--- config.mk ---
export PLATFORM = sky130hd
export DESIGN_NAME = traffic_phase_ctrl
export DESIGN_NICKNAME = d
export VERILOG_FILES = /design/src/rtl/traffic_pkg.sv /design/src/rtl/traffic_tick_gen.sv /design/src/rtl/traffic_phase_ctrl.sv
export SDC_FILE = /design/constraint.sdc
export NUM_CORES = 1
export LEC_CHECK = 0
export ABC_AREA = 1
export CORE_ASPECT_RATIO = 1.4
export CORE_MARGIN = 4
export CORE_UTILIZATION = 30
export DETAILED_ROUTE_END_ITERATION = 10
export MAX_ROUTING_LAYER = met4
export PLACE_DENSITY_LB_ADDON = 0.05
export SLEW_MARGIN = 20
export SYNTH_ARGS = -nofsm -noshare
export SYNTH_HDL_FRONTEND = slang
export SYNTH_SLANG_ARGS = --single-unit
--- constraint.sdc ---
create_clock -name clk -period 4.64 [get_ports clk]
set_clock_uncertainty 0.05 [all_clocks]
set_input_delay 0.464 -clock clk [delete_from_list [all_inputs] [get_ports clk]]
set_output_delay 0.464 -clock clk [all_outputs]
set_load 0.1 [all_outputs]
--- src/rtl/traffic_pkg.sv ---
// traffic_pkg: lamp encodings, FSM state codes and a constant clog2 helper
// shared by the traffic phase controller files.
package traffic_pkg;

  localparam logic [1:0] LIGHT_RED    = 2'b00;
  localparam logic [1:0] LIGHT_YELLOW = 2'b01;
  localparam logic [1:0] LIGHT_GREEN  = 2'b10;

  typedef enum logic [2:0] {
    ST_IDLE   = 3'd0,
    ST_GREEN  = 3'd1,
    ST_YELLOW = 3'd2,
    ST_ALLRED = 3'd3,
    ST_EMG    = 3'd4
  } state_t;

  function automatic int clog2(input int v);
    int r;
    r = 0;
    while ((1 << r) < v) r = r + 1;
    return r;
  endfunction

endpackage

--- src/rtl/traffic_tick_gen.sv ---
// traffic_tick_gen: TICK_DIV prescaler producing a one-cycle tick while enabled,
// with a synchronous clear used when a new interval is entered.
module traffic_tick_gen
  import traffic_pkg::*;
#(
  parameter int TICK_DIV = 1
) (
  input  logic clk,
  input  logic reset_n,
  input  logic en,
  input  logic clr,
  output logic tick
);

  localparam int PW = (TICK_DIV > 1) ? clog2(TICK_DIV) : 1;
  localparam logic [PW-1:0] LAST = PW'(TICK_DIV - 1);

  logic [PW-1:0] pre_q;

  // tick must not depend on clr: clr is derived from the FSM's reaction to tick
  assign tick = en && (pre_q == LAST);

  always_ff @(posedge clk or negedge reset_n) begin
    if (!reset_n)
      pre_q <= '0;
    else if (clr)
      pre_q <= '0;
    else if (en)
      pre_q <= (pre_q == LAST) ? '0 : pre_q + 1'b1;
  end

endmodule

--- src/rtl/traffic_phase_ctrl.sv ---
// traffic_phase_ctrl: rotates one green right-of-way over N_DIR approaches with
// yellow/all-red clearance, hold and emergency pre-emption. Macro TRAFFIC_PED_EN adds walk requests.
//
// state  | meaning
// IDLE   | all red, waiting for i_start
// GREEN  | o_phase green, counting down
// YELLOW | o_phase yellow, counting down
// ALLRED | every direction red, counting down
// EMG    | latched emergency direction green until i_emg drops
module traffic_phase_ctrl
  import traffic_pkg::*;
#(
  parameter int N_DIR    = 4,
  parameter int CNT_W    = 4,
  parameter int GREEN_T  = 9,
  parameter int YELLOW_T = 2,
  parameter int ALLRED_T = 1,
  parameter int TICK_DIV = 1
`ifdef TRAFFIC_PED_EN
  ,
  parameter int PED_EXT  = 3
`endif
) (
  input  logic                      clk,
  input  logic                      reset_n,
  input  logic                      i_start,
  input  logic                      i_hold,
  input  logic                      i_emg,
  input  logic [clog2(N_DIR)-1:0]   i_emg_dir,
  output logic [2*N_DIR-1:0]        o_light,
  output logic [CNT_W*N_DIR-1:0]    o_cnt,
  output logic [clog2(N_DIR)-1:0]   o_phase,
  output logic                      o_busy
`ifdef TRAFFIC_PED_EN
  ,
  input  logic [N_DIR-1:0]          i_ped_req,
  output logic [N_DIR-1:0]          o_walk
`endif
);

  localparam int PH_W = clog2(N_DIR);

  state_t              state_q, state_d;
  logic [PH_W-1:0]     phase_q, phase_d;
  logic [PH_W-1:0]     emg_dir_q, emg_dir_d;
  logic                emg_pend_q, emg_pend_d;
  logic [CNT_W-1:0]    cnt_q, cnt_d;
  logic                accept, run_en, counting, tick, load;
  logic [2*N_DIR-1:0]  light_d;
  logic [CNT_W*N_DIR-1:0] cnt_out_d;
`ifdef TRAFFIC_PED_EN
  logic [N_DIR-1:0]    ped_pend_q, ped_clr, walk_q, walk_d;
`endif

  // emergency overrides hold so pre-emption can never be frozen out
  assign run_en   = !(i_hold && !i_emg);
  assign counting = (state_q == ST_GREEN) || (state_q == ST_YELLOW) || (state_q == ST_ALLRED);
  assign accept   = i_emg && !emg_pend_q && counting;
  assign load     = (state_d != state_q);

  traffic_tick_gen #(.TICK_DIV(TICK_DIV)) u_tick (
    .clk     (clk),
    .reset_n (reset_n),
    .en      (run_en && counting),
    .clr     (load),
    .tick    (tick)
  );

  always_comb begin
    state_d    = state_q;
    phase_d    = phase_q;
    cnt_d      = cnt_q;
    emg_pend_d = emg_pend_q;
    emg_dir_d  = emg_dir_q;
`ifdef TRAFFIC_PED_EN
    ped_clr    = '0;
    walk_d     = walk_q;
`endif
    if (accept) begin
      emg_pend_d = 1'b1;
      emg_dir_d  = i_emg_dir;
    end
    case (state_q)
      ST_IDLE: begin
        if (i_start && run_en) begin
          state_d = ST_GREEN;
          phase_d = '0;
        end
      end
      ST_GREEN: begin
        if (accept && (i_emg_dir == phase_q)) begin
          state_d    = ST_EMG;
          emg_pend_d = 1'b0;
          cnt_d      = '0;
        end else if (accept || (tick && cnt_q == '0)) begin
          state_d = ST_YELLOW;
          cnt_d   = CNT_W'(YELLOW_T - 1);
        end else if (tick) begin
          cnt_d = cnt_q - 1'b1;
        end
      end
      ST_YELLOW: begin
        if (tick && cnt_q == '0) begin
          state_d = ST_ALLRED;
          cnt_d   = CNT_W'(ALLRED_T - 1);
        end else if (tick) begin
          cnt_d = cnt_q - 1'b1;
        end
      end
      ST_ALLRED: begin
        if (tick && cnt_q == '0) begin
          if (emg_pend_d) begin
            state_d    = ST_EMG;
            phase_d    = emg_dir_d;
            emg_pend_d = 1'b0;
            cnt_d      = '0;
          end else if (i_start) begin
            state_d = ST_GREEN;
            phase_d = (phase_q == PH_W'(N_DIR - 1)) ? '0 : phase_q + 1'b1;
          end else begin
            state_d = ST_IDLE;
            cnt_d   = '0;
          end
        end else if (tick) begin
          cnt_d = cnt_q - 1'b1;
        end
      end
      ST_EMG: begin
        if (!i_emg) begin
          state_d = ST_YELLOW;
          cnt_d   = CNT_W'(YELLOW_T - 1);
        end
      end
      default: begin
        state_d = ST_IDLE;
        cnt_d   = '0;
      end
    endcase
    if (state_d == ST_GREEN && state_q != ST_GREEN) begin
      cnt_d = CNT_W'(GREEN_T - 1);
`ifdef TRAFFIC_PED_EN
      if (ped_pend_q[phase_d]) begin
        cnt_d            = CNT_W'(GREEN_T + PED_EXT - 1);
        walk_d           = '0;
        walk_d[phase_d]  = 1'b1;
        ped_clr[phase_d] = 1'b1;
      end
`endif
    end
`ifdef TRAFFIC_PED_EN
    if (state_d != ST_GREEN) walk_d = '0;
`endif
  end

  always_comb begin
    light_d   = '0;
    cnt_out_d = '0;
    for (int d = 0; d < N_DIR; d++) begin
      if (phase_d == PH_W'(d)) begin
        case (state_d)
          ST_GREEN, ST_EMG: light_d[2*d +: 2] = LIGHT_GREEN;
          ST_YELLOW:        light_d[2*d +: 2] = LIGHT_YELLOW;
          default:          light_d[2*d +: 2] = LIGHT_RED;
        endcase
        cnt_out_d[CNT_W*d +: CNT_W] = cnt_d;
      end
    end
  end

  always_ff @(posedge clk or negedge reset_n) begin
    if (!reset_n) begin
      state_q    <= ST_IDLE;
      phase_q    <= '0;
      cnt_q      <= '0;
      emg_pend_q <= 1'b0;
      emg_dir_q  <= '0;
      o_light    <= '0;
      o_cnt      <= '0;
      o_busy     <= 1'b0;
    end else begin
      state_q    <= state_d;
      phase_q    <= phase_d;
      cnt_q      <= cnt_d;
      emg_pend_q <= emg_pend_d;
      emg_dir_q  <= emg_dir_d;
      o_light    <= light_d;
      o_cnt      <= cnt_out_d;
      o_busy     <= (state_d != ST_IDLE);
    end
  end

  assign o_phase = phase_q;

`ifdef TRAFFIC_PED_EN
  // a request arriving while its green is entered stays pending for the next green
  always_ff @(posedge clk or negedge reset_n) begin
    if (!reset_n) begin
      ped_pend_q <= '0;
      walk_q     <= '0;
    end else begin
      ped_pend_q <= (ped_pend_q & ~ped_clr) | i_ped_req;
      walk_q     <= walk_d;
    end
  end

  assign o_walk = walk_q;
`endif

endmodule

[Yosys cells after proc, flatten, opt, wreduce, memory -nomap -nowiden]
Cells that the tools add are included.
Word-level totals
  bits of input ports: 7
  logic and storage cells: 90
  register bits after elaboration: 38
Cells by class
  equality and inequality tests: 14
  multiplexer cells: 42
  reduce and logical (&&, ||, !) cells: 21
  bitwise logic cells: 1
  add/subtract/negate cells: 3
Operators with widths (count)
  4-bit two-way mux: 13
  3-bit two-way mux: 7
  2-bit two-way mux: 10
  4-bit one-hot mux with 5 select lines: 1
  3-bit one-hot mux with 5 select lines: 1
  3-bit by 2-bit equality test with 1-bit output, second input constant: 3
  1-bit logical AND: 9
  2-bit one-hot mux with 2 select lines: 2
  1-bit two-way mux: 7
  2-bit equality test, second input constant: 3
  3-bit by 1-bit equality test with 1-bit output, second input constant: 2
  3-bit equality test, second input constant: 2
  4-bit zero test: 1
  4-bit by 1-bit subtractor with 4-bit output, second input constant: 1
  1-bit zero test: 3
  3-bit zero test: 1
  1-bit logical OR: 3
  3-bit by 1-bit inequality test with 1-bit output, second input constant: 1
  3-bit inequality test: 1
  3-bit nonzero test: 1
  2-bit by 1-bit adder with 2-bit output, second input constant: 1
  2-bit by 1-bit equality test with 1-bit output, second input constant: 1
  2-bit equality test: 1
  2-bit zero test: 1
  5 further kinds: 5

[Depth between registers and ports, before layout]
Gate-level depths: netlist of run 1.
  word-level depth: 14
  mapped depth: 12

[Hierarchy]
From an unflattened synthesis of run 1, not the netlist that was laid out.
Unflattened totals
  cell total of the unflattened synthesis: 226
  area total of the unflattened synthesis: 1903.1 µm²
Modules (own cells, without submodules)
  traffic_phase_ctrl: instances 1, cells an instance 225, area an instance 1895.6 µm², sequential area each 925.9 µm²
  traffic_tick_gen: instances 1, cells an instance 1, area an instance 7.5 µm², sequential area each 0.0 µm²

[Worst setup path after synthesis of run 1]
No wires, ideal clock.
  kind: reg2reg
  start: register phase_q[1], in the netlist o_phase[1]
  end: register o_cnt[9]
  stages on the path, launching flop included: 12
  path buffers: 0
  data required time: 4467 ps
  setup slack: 2492 ps
  arrival: 1975 ps
  period minus slack after synthesis: 2148 ps
  cell sequence: dfrtp_1 > inv_1 > nand2_1 > nand2_1 > nor2_1 > nand2_1 > nand3_1 > nand2_1 > nor2_4 > nand3_4 > nand2_2 > nor2_1
Between the ends
  longest elaborated chain between the ends: 8
  elaborated cells between the ends (all ways): 19
RTL lines
  from (decl): line traffic_phase_ctrl.sv:44  | logic [PH_W-1:0] phase_q, phase_d;
  from (signal assigned): line traffic_phase_ctrl.sv:182  | phase_q <= phase_d;
  2-bit by 1-bit adder with 2-bit output, or another cell as far along: line traffic_phase_ctrl.sv:119  | phase_d = (phase_q == PH_W'(N_DIR - 1)) ? '0 : phase_q + 1'b1;
  2-bit two-way mux / 1-bit logical AND (equally long branches): line traffic_phase_ctrl.sv:119, traffic_phase_ctrl.sv:91
  2-bit two-way mux / 3-bit two-way mux (equally long branches): line traffic_phase_ctrl.sv:117, traffic_phase_ctrl.sv:91
  2-bit two-way mux / 3-bit one-hot mux with 5 select lines (equally long branches): line traffic_phase_ctrl.sv:112, traffic_phase_ctrl.sv:83
  2-bit two-way mux / 3-bit by 1-bit equality test with 1-bit output (equally long branches): line traffic_phase_ctrl.sv:111, traffic_phase_ctrl.sv:139
  2-bit one-hot mux with 2 select lines / 1-bit logical AND (equally long branches): line traffic_phase_ctrl.sv:83, traffic_phase_ctrl.sv:139
  2-bit equality test / 4-bit two-way mux (equally long branches): line traffic_phase_ctrl.sv:159, traffic_phase_ctrl.sv:139
  4-bit two-way mux *: line traffic_phase_ctrl.sv:159  | if (phase_d == PH_W'(d)) begin
  net cnt_out_d[9]: line traffic_phase_ctrl.sv:50  | logic [CNT_W*N_DIR-1:0] cnt_out_d;
  to (signal assigned): line traffic_phase_ctrl.sv:187  | o_cnt <= cnt_out_d;
  to (decl): line traffic_phase_ctrl.sv:31  | output logic [CNT_W*N_DIR-1:0] o_cnt,
Mark *: on every way through the listed nets, which the timed path passes. The rest lies on a longest branch.
A chain may end at the register's enable or synchronous reset.

[Worst setup path after layout of run 1]
  start: register phase_q[0], in the netlist o_phase[0]
  end: output port o_phase[0]
RTL lines
  to (decl): line traffic_phase_ctrl.sv:32  | output logic [clog2(N_DIR)-1:0] o_phase,
No word-level cell between the ends.

==> metrics.md, run 1 <==
| Metric | Value |
|---|---|
| Status | finished clean |
| First-pass GRT wire length | 7030 um |
| # clock sinks | 37 |
| Initial Util | 31.3% |
| Root Driver | clkbuf_8 |
| Post-layout min period | 2430 ps |
| Clk pin slew, worst setup/hold paths | 70 ps |
| Avg Vias per Cell | 4.43 |
| Grt peak-use layer | met2 |
| Post-CTS sizing | 0 |
| Floorplan row count | 32 |
| CP Capture Type | output port |
| Reg2Reg Setup Slack | 2600 ps |
| Setup-failing EPs final | 0 |
| CTS max path bufs | 2 |
| Width of the die | 72.4 um |
| Die height | 98.2 um |
| Mapped Cells | 203 |
| Syn_nets | 213 |
| GR Util met1 | 16.5% |
| Fmax | 412 MHz |
| DRT Pass-1 Iters | 4 |
| Worst Path Max Fanout | 7 |
| Worst EP required | 4130 ps |
| TritonCTS Buffers | 5 |
| Routed Wire Length | 4040 um |
| CTS tree | built |
| Syn Area/Cell | 8.58 um^2 |
| HPWL Detailed | 3100 um |
| Critical Path, Cell by Cell | clkdlybuf4s50_1 |
| Ys Warns | 0 |
| Largest net degree at the start of global routing | 38 |
| Total track usage | 13.2% |
| Max transition margin | 33.5% |
| DRC Markers | 0 |
| Number of distinct library cells after synthesis | 21 |
| Vias in the first global route | 1476 |
| Post-synthesis sequential area ratio | 53.2% |
| Final period util | 52.3% |
| GPL Wtd Cong | 0.815 |
| Mapped Area | 1740 um^2 |
| Worst Hold Launch | emg_dir_q[0] |
| Worst setup path category | reg -> out |
| Number of DRC markers in iteration 0 | 61 |
| Filler cell count | 569 |
| CP arrival | 1910 ps |
| RSZ-0062 raised after global routing | false |
| R2r startpoint | cnt_q[0] |
| Hold Path Depth | 2 |
| Clk_lat worst skew | 280 ps |
| GRT met3 Usage | 2.78% |
| Maxcap violations | 0 |
| Hold-fix buffers, CTS | 0 |
| Slew Viols, Final | 0 |
| Seq cells post-synth | 37 |
| Post-DRT Antenna Nets | 0 |
| Sum Neg Setup Slack | 0 ps |
| Area added between synthesis and finish | 31.0% |
| Die area | 7110 um^2 |
| Pre-CTS WS | 2230 ps |
| Avg WL per Cell | 12.9 um |
| Hold Path End | emg_dir_q[0] |
| Io pins | 34 |
| Via Count | 1387 |
| Worst-margin pin slew | 995 ps |
| CP startpoint kind | flip-flop |
| Setup bufs post-CTS | 0 |
| RR Endpoint | o_cnt[7] |
| M2 GR Usage | 20.5% |
| Final hold violation count | 0 |
| Layout cells sized above 1 | 12.2% |
| Antenna fix cells | 0 |
| Port buffer count | 33 |
| H-tree lvl count | 2 |
| Grt ovf | 0 |
| Crit-path slowest cell | clkdlybuf4s50_1 |
| R2R depth | 12 |
| Nets | 254 |
| CORE AREA | 5570 um^2 |
| Min-delay worst type | reg -> reg |
| CP peak stage delay | 1180 ps |
| Top Family by Delay on Critical Path | buffers and inverters |
| Setup WS post-layout | 2210 ps |
| Crit path buffers/inverters | 1 |
| Initial antenna violation count | 0 |
## registers in the layout, summed over array words and instances, names as in the netlist
register    cells
o_light         8
state_q         3
emg_pend_q      1
o_busy          1
emg_dir_q       2
cnt_q           4
o_phase         2
o_cnt          16
## layout by cell type, fill, tap and decap left out, drive strengths merged, types with 2 or more instances in the layout
master | Yosys | final
xor2 | 3 | 3
nand2 | 58 | 58
nand3 | 20 | 20
a21oi | 8 | 8
clkdlybuf4s50 | 0 | 33
clkbuf | 0 | 7
dfrtp | 37 | 37
inv | 31 | 31
nor2 | 30 | 30
or2 | 2 | 2
ha | 3 | 3
o21ai | 7 | 7
## worst max-delay path by stage
stage / startpoint / end / cells after the start
2_1_floorplan: o_phase[1] / o_cnt[9] / 11
3_3_place_gp: i_emg / o_cnt[10] / 11
3_5_place_dp: i_emg / o_cnt[15] / 9
4_1_cts: o_phase[0] / o_phase[0] / 1
5_1_grt: o_phase[0] / o_phase[0] / 1
6_report: o_phase[0] / o_phase[0] / 1
## per-layer routing
layer  share of wire, %  vias up
met2                 49       31
met1                 45      639
met3                3.6        8
met4                2.1        0
met5                  0        -
li1                   -      709
## layout make-up
type	instances	area, um^2	area share, %
timing repair buffer	34	338	14.8
clock buffer	7	86.3	3.78
tap	68	85.1	3.73
clock inverter	1	30.0	1.32
sequential	37	926	40.6
multi-input combinational	135	699	30.7
inverter	31	116	5.10
## logic make-up after synthesis
logic type	after synthesis	synth area share, %
flops	37	53.2
buf+inv	31	6.68
fa+ha+maj	3	2.16
simple gates	112	31.1
compound gates	17	5.39
xor+xnor	3	1.51
## synth_stat cells (all sizes together)
cell type,count,area (um^2)
nand3,20,140
a311oi,1,8.76
o211a,1,10.0
xor2,3,26.3
inv,31,116
a21oi,8,40.0
ha,3,37.5
nor2,30,143
nand3b,1,7.51
nand2,58,233
nand4,1,6.26
o21ai,7,35.0
or2,2,12.5
dfrtp,37,926
## metrics by stage
step	util (%)	hold slack [ps]	std cells	area (um^2)
final	41.0	420	313	2280
after global routing	41.0	454	313	2280
after CTS	41.0	425	313	2280
after detailed placement	38.9	409	305	2160
after global placement	38.9	408	305	2160
after floorplan	-	118	203	1740
## worst min-delay path: stages, from the launching register on
cell     delay, ps
dfrtp_1        320
nand2_1         60
nand2_1         60
Power of run 1 is left out: the tool's default activity adds up to more than one toggle a clock period on the data nets, which glitch-free logic cannot reach.
==> run 2: changes to the inputs <==
==> constraint.sdc (replaced) <==
create_clock -name clk -period 1.95 [get_ports clk]
set_clock_uncertainty 0.05 [all_clocks]
set_input_delay 0.195 -clock clk [delete_from_list [all_inputs] [get_ports clk]]
set_output_delay 0.195 -clock clk [all_outputs]
set_load 0.1 [all_outputs]
==> run 2 against run 1 <==
Compared with the run above:
- critical path depth is 11 higher
- worst hold slack worse by 140 ps
- critical path type is now reg -> reg
- via count is 6.9% higher
- routed wire length is 7.2% higher
- flip-flop and latch count stayed put
- final area is 11% higher
- core utilization is 4.4 points higher
==> metrics.md, run 2 (synthesis results as in run 1) <==
| Metric | Value |
|---|---|
| Maxcap violations | 0 |
| Hold-fix buffers, CTS | 0 |
| CP startpoint kind | flip-flop |
| Io pins | 34 |
| Via Count | 1483 |
| Vias in the first global route | 1541 |
| Final period util | 94.9% |
| Width of the die | 72.4 um |
| Post-DRT Antenna Nets | 0 |
| Initial antenna violation count | 0 |
| Largest net degree at the start of global routing | 38 |
| RSZ-0062 raised after global routing | true |
| Area added between synthesis and finish | 44.9% |
| # clock sinks | 37 |
| Worst-margin pin slew | 454 ps |
| Setup-failing EPs final | 0 |
| Fmax | 541 MHz |
| GPL Wtd Cong | 0.807 |
| Avg WL per Cell | 12.8 um |
| Status | finished clean |
| CTS max path bufs | 2 |
| HPWL Detailed | 3270 um |
| Max transition margin | 69.8% |
| Post-layout min period | 1850 ps |
| Filler cell count | 559 |
| Min-delay worst type | in -> async |
| Max reg flops | 16 |
| Slew Viols, Final | 0 |
| Placed cell count | 323 |
| Worst Path Max Fanout | 6 |
| Port buffer count | 33 |
| Top reg by flops | o_cnt |
| Routed Wire Length | 4330 um |
| Worst EP required | 2110 ps |
| Antenna fix cells | 0 |
| Avg Vias per Cell | 4.40 |
| Post-DP Area | 2230 um^2 |
| TritonCTS Buffers | 5 |
| Commonest non-fill, non-tap cell in the layout | buf_4 |
| Die height | 98.2 um |
| Most frequent cells in the layout | buf_4, nand2_1, dfrtp_1 |
| Post-route cell area | 2520 um^2 |
| Floorplan row count | 32 |
| Clk_lat worst skew | 280 ps |
| CP arrival | 2010 ps |
| Clk pin slew, worst setup/hold paths | 70 ps |
| Layout Cells excl Fill | 337 |
| Worst setup path category | reg -> reg |
| Final hold violation count | 0 |
| DRC Markers | 0 |
| Root Driver | clkbuf_8 |
| Grt ovf | 0 |
| Reg2Reg Setup Slack | 100 ps |
| CORE AREA | 5570 um^2 |
| CTS tree | built |
| Layout cells sized above 1 | 41.3% |
| CP Capture Type | flip-flop |
| Largest registers | o_cnt (16), o_light (8), cnt_q (4) |
| Die area | 7110 um^2 |
| DRT Pass-1 Iters | 4 |
| Initial Util | 31.3% |
| First-pass GRT wire length | 7240 um |
| H-tree lvl count | 2 |
| Nets | 278 |
| Number of DRC markers in iteration 0 | 35 |
| Total track usage | 13.4% |
## run 2: changes by cell type in the layout (fill, tap and decap cells not counted), moves of 5 or more
cell | before | now
clkdlybuf4s50_1 | 33 | 6
nor2_1 | 24 | 18
nand2_4 | 0 | 6
nand2_1 | 52 | 46
buf_4 | 1 | 50
nand3_1 | 15 | 10
## run 2: routing by layer
layer	global-route usage [%]	part of all wire (%)	vias up
met5	-	0	-
met4	4.83	2.3	0
met3	2.37	2.8	7
met2	22.4	52	26
met1	15.9	43	692
li1	-	-	758
## run 2: repair_timing
action / in CTS / in global routing
endpoints found under the setup margin: 1 / 27
gates resized for setup: 1 / 43
pin swaps: 0 / 12
setup buffers: 0 / 6
## run 2: final timing paths
path,start,endpoint,depth (start not counted)
min in group clk,emg_dir_q[0],emg_dir_q[0],2
max in group asynchronous,reset_n,o_phase[1],2
min reg2reg,emg_dir_q[0],emg_dir_q[0],2
max reg2reg,cnt_q[0],o_light[3],12
max,cnt_q[0],o_light[3],12
min,reset_n,o_cnt[9],2
## run 2: per-stage QoR
| stage | setup slack (ps) | hold WS, ps | TNS, ps | util, % |
|---|---|---|---|---|
| floorplan | 110 | -151 | 0 | - |
| global placement | -153 | 410 | -2080 | 40.2 |
| global route | -16.3 | 313 | -70.1 | 45.3 |
| detailed placement | -115 | 413 | -1430 | 40.2 |
| finish | 99.9 | 275 | 0 | 45.3 |
| CTS | 64.6 | 287 | 0 | 41.7 |
## run 2: area by class of cell
class,count,area (um^2),area share (%)
Sequential cell,37,930,36.8
Inverter,31,116,4.61
Clock inverter,2,10.0,0.397
Tap cell,68,85.1,3.37
Timing Repair Buffer,58,458,18.1
Multi-Input combinational cell,135,852,33.8
Clock buffer,6,72.6,2.88
## run 2: critical path: stages (launching register included)
cell	delay (ps)
dfrtp_1	390
inv_2	80
ha_4	140
nand2_4	40
nor2_4	120
nand3_4	120
nor2_4	220
inv_2	70
nand3_2	80
inv_2	50
nor2_4	170
nand2_4	120
a21oi_2	130
Power of run 2 is left out for the same reason.
==> variant 1 (config.mk and constraints of run 1) <==
Set the parameter `GREEN_T` to 8 (it was 9).
--- a/src/rtl/traffic_phase_ctrl.sv
+++ b/src/rtl/traffic_phase_ctrl.sv
@@ -13,5 +13,5 @@
   parameter int N_DIR    = 4,
   parameter int CNT_W    = 4,
-  parameter int GREEN_T  = 9,
+  parameter int GREEN_T  = 8,
   parameter int YELLOW_T = 2,
   parameter int ALLRED_T = 1,
Formal check against the unedited RTL: not equivalent (Yosys sat finds a counterexample within 4 cycles, from zero or initial values and one cycle with reset_n low).
==> variant 1 against run 1 <==
- highest routed layer unchanged
- count of clock-buffer cells in the layout is 2 lower
- routed wire length up 14%
- sequential share of layout area decreased by 2.0 points
- synthesized area is 6.8% higher
- design area rose by 5.2%
- sequential cell count unchanged
- setup slack improved by 0.0024 ns
- first-iteration DRC count shrank 8.2%
- critical endpoint unchanged
Power is left out: the tool's default activity adds up to more than one toggle a clock period on the data nets, which glitch-free logic cannot reach.
==> variant 1: results (changes against run 1) <==
Global route
  – First-pass GRT wire length: 7820 um (+11%)
  – Largest net degree at the start of global routing: 38 (unchanged)
  – Vias in the first global route: 1511 (+2.4%)
  – All-Layer GR Usage: 0.142 (+0.00987)

Route
  – Avg WL per Cell: 14.8 um (+14%)
  – Starting DRC count in detailed routing: 56 (-8.2%)
  – WL met2: 2330 um (+17%)
  – Routed vias: 1392 (+0.36%)
  – Metal-1 WL: 2070 um (+13%)
  – Vias/cell: 4.46 (+0.68%)
  – Max layer used: met4
  – Metal3 WL: 116 um (-21%)

Worst hold path
  – HP Class: in2async

Placement
  – Dpl hpwl: 3490 um (+13%)
  – DP Cell Count: 304 (-0.33%)
  – Gpl congestion: 0.801 (-1.6%)
  – Placed cell area: 2260 um2 (+4.5%)
  – Pre-CTS setup slack: 2.12 ns (-0.112 ns)

Yosys
  – FFs w/ async S/R, synth: 1.00 (unchanged)
  – Adder-Cell Fraction of Synth Area: 0.0202 (-0.00138)
  – Average size of a mapped cell: 9.21 um2 (+7.4%)
  – Mux contribution to synthesized area: 0 (unchanged)
  – Largest cells by area after synthesis: dfrtp_1, nand2_1, a21oi_1
  – Most common library cells after synthesis: dfrtp_1, nand2_1, nor2_1
  – YS warnings: 0 (unchanged)
  – Syn Nets: 212 (-0.47%)
  – Sequential element share of the synthesized area: 0.498 (-0.0340)
  – Distinct cells, synth: 23 (+9.5%)
  – Synth Area in Compound Gates: 0.0787 (+0.0248)
  – Xor and xnor area share after synthesis: 0.0141 (-0.000964)

Final layout
  – Fillcell total: 634 (+11%)
  – Diode count: 0 (unchanged)
  – Final Util: 0.404 (-0.00623)
  – Layout cells sized above 1: 0.211 (+0.0883)
  – Nets: 251 (-1.2%)

Run status
  – Run status: complete, no violations

Clocking
  – CTS resizes: 0 (unchanged)
  – Postcts setup bufs: 0 (unchanged)
  – Clk slew on worst S/H paths: about 0.080 ns
  – Clock root buffer: clkbuf_8
  – Worst-Skew Late Latency: 0.29 ns
  – TritonCTS buffer count: 5 (unchanged)

Timing
  – Relative slew slack: 0.331 (-0.00377)
  – Hold Worst Slack: 0.223 ns (-0.197 ns)
  – Worst setup margin: 2.22 ns (+0.00242 ns)

Setup path
  – R2r worst-path depth: 11 (-1)
  – Flop-to-flop setup slack: 2.53 ns (-0.07 ns)
  – R2R Path End: o_cnt[11]
  – Crit path max fanout: 6 (-1)
[variant 1: changes by cell type in the layout (fill, tap and decap cells not counted), moves of 4 or more]
cell	run 1	this run
nand2_1	52	34
a21oi_1	8	19
inv_1	28	18
nand3_1	15	9
nand2_4	0	5
nand2_2	6	10
nor3_1	0	4
[variant 1: metal layers]
| metal | track usage | vias to the layer above |
|---|---|---|
| met5 | - | - |
| met2 | 0.227 | 26 |
| li1 | - | 721 |
| met4 | 0.0507 | 0 |
| met3 | 0.0258 | 7 |
| met1 | 0.179 | 638 |
[variant 1: final cells by class]
class	count	area share
tap	70	0.0365
inverter	24	0.0375
multi-input combinational	140	0.347
sequential	37	0.386
clock inverter	3	0.0287
clock buffer	5	0.0287
timing repair buffer	33	0.136
[variant 1: cell families (layout without fill, tap and decap cells)]
group,Yosys count,in the layout
AO/OA/AOI/OAI,27,27
flip-flops,37,37
buffers and inverters,25,65
AND/OR/NAND/NOR,107,107
XOR/XNOR,3,3
adder cells (fa/ha/maj),3,3
==> variant 2 (config.mk and constraints of run 1) <==
Made on the original files. Encoding of `state_t`: now one-hot (5 bits for 5 states).
--- a/src/rtl/traffic_pkg.sv
+++ b/src/rtl/traffic_pkg.sv
@@ -7,10 +7,10 @@
   localparam logic [1:0] LIGHT_GREEN  = 2'b10;
 
-  typedef enum logic [2:0] {
-    ST_IDLE   = 3'd0,
-    ST_GREEN  = 3'd1,
-    ST_YELLOW = 3'd2,
-    ST_ALLRED = 3'd3,
-    ST_EMG    = 3'd4
+  typedef enum logic [4:0] {
+    ST_IDLE   = 5'b00001,
+    ST_GREEN  = 5'b00010,
+    ST_YELLOW = 5'b00100,
+    ST_ALLRED = 5'b01000,
+    ST_EMG    = 5'b10000
   } state_t;
 
Function: same outputs for any inputs over 10 cycles, from zero or initial values and one cycle with reset_n low; not proved beyond that.
==> variant 2 against run 1 <==
- critical path depth unchanged
- design area increased by 7.1%
- cell count increased by 8.0%
- routed wire length increased by 26%
- first-iteration DRC count increased by 28%
- register-to-register slack got worse by 0.15 ns
- setup slack improved by 0.055 ns
- hold slack got worse by 0.18 ns
- sequential cell count increased by 2
- global-route usage increased by 2.4 points
- synthesized area increased by 8.8%
- largest cell class unchanged
==> variant 2: results (changes against run 1) <==
Setup path
  – R2r worst-path depth: 11 (-1)
  – Worst setup path end: o_phase[0]
  – Crit-path slowest cell: clkdlybuf4s50_1
  – Top delay family on crit path: buffers and inverters
  – Flop-to-flop setup slack: 2.45 ns (-0.15 ns)
  – R2R Path End: o_cnt[11]
  – Worst Path Arrival: 1.86 ns (-0.05 ns)
  – Crit path max fanout: 5 (-2)
  – Worst Setup SP: o_phase[0]
  – Slowest stage delay, CP: 1.16 ns (-0.02 ns)

Yosys
  – YS warnings: 0 (unchanged)
  – Average size of a mapped cell: 8.42 um2 (-1.9%)
  – Sequential element share of the synthesized area: 0.516 (-0.0158)
  – Distinct cells, synth: 25 (+19%)
  – Largest cells by area after synthesis: dfrtp_1, nand2_1, nor2_1
  – FFs w/ async S/R, synth: 1.00 (unchanged)
  – Most common library cells after synthesis: nand2_1, nor2_1, dfrtp_1
  – Syn Nets: 234 (+9.9%)

Placement
  – Pre-CTS setup slack: 2.16 ns (-0.0688 ns)
  – DP Cell Count: 330 (+8.2%)
  – Dpl hpwl: 4000 um (+29%)
  – I/O Buffers: 33 (unchanged)
  – Gpl congestion: 0.884 (+8.5%)
  – Placed cell area: 2310 um2 (+6.7%)

Pwr
  – Int Pwr: roughly 680 uW
  – Combinational share of power: 0.318
  – Peak VDD IR: ~180 uV
  – NetSw: roughly 390 uW
  – Seq. pwr: 391 uW

Clocking
  – TritonCTS buffer count: 5 (unchanged)
  – Clk slew on worst S/H paths: roughly 0.080 ns
  – CTS resizes: 0 (unchanged)

Global route
  – Largest net degree at the start of global routing: 40 (+5.3%)
  – First-pass GRT wire length: 8470 um (+20%)
  – All-Layer GR Usage: 0.156 (+0.0235)
  – Met1 Use GR: 0.181 (+0.0155)
  – Met2 Usage GRT: 0.259 (+0.0541)
  – Vias in the first global route: 1723 (+17%)
  – M3 GR Usage: 0.0344 (+0.00664)

Worst hold path
  – HP Class: in2async

Route
  – WL met2: 2770 um (+40%)
  – Detailed Routing Iterations Pass 1: 4 (unchanged)
  – Metal3 WL: 159 um (+8.9%)
  – Metal-1 WL: 2040 um (+12%)
  – Routed vias: 1550 (+12%)
  – Starting DRC count in detailed routing: 78 (+28%)
  – Avg WL per Cell: 15.1 um (+17%)

Run status
  – Run status: complete, no violations

Final layout
  – Regs by FF count: o_cnt x16, o_light x8, state_q x5
  – Layout cells sized above 1: 0.132 (+0.00913)
  – Nets: 274 (+7.9%)
  – Diode count: 0 (unchanged)
  – Layout Cells excl Fill: 338 (+8.0%)

Timing
  – Slew at the pin closest to its max-slew limit: 0.984 ns (-0.0108 ns)
  – Min Tclk post-route: 2.37 ns (-0.0552 ns)
  – Hold Worst Slack: 0.239 ns (-0.181 ns)
## variant 2: cell types whose count changed after synthesis, moves of 2 or more
cell	before	now
o211ai_1	0	2
inv_1	28	36
a21oi_1	8	4
nand3_2	3	6
nand4_1	1	6
nand2_4	0	3
nand2_1	52	43
xor2_1	3	1
nor2_1	24	40
nand3_1	15	17
## variant 2: cell type report
type                            instances  area, um2
Clock buffer                            6       72.6
Timing Repair Buffer                   33        325
Clock inverter                          2       60.1
Fill cell                             655       3730
Tap cell                               72       90.1
Inverter                               39        146
Multi-Input combinational cell        147        771
Sequential cell                        39        977
## variant 2: kinds of logic after synthesis
logic type | count (synthesis) | synth area share
xor gates and xnor gates | 1 | 0.00462
AOI/OAI and AO/OA | 15 | 0.0469
DFF | 39 | 0.516
and+or+nand+nor | 129 | 0.342
adders and majority gates | 2 | 0.0132
buffers and inverters | 39 | 0.0773
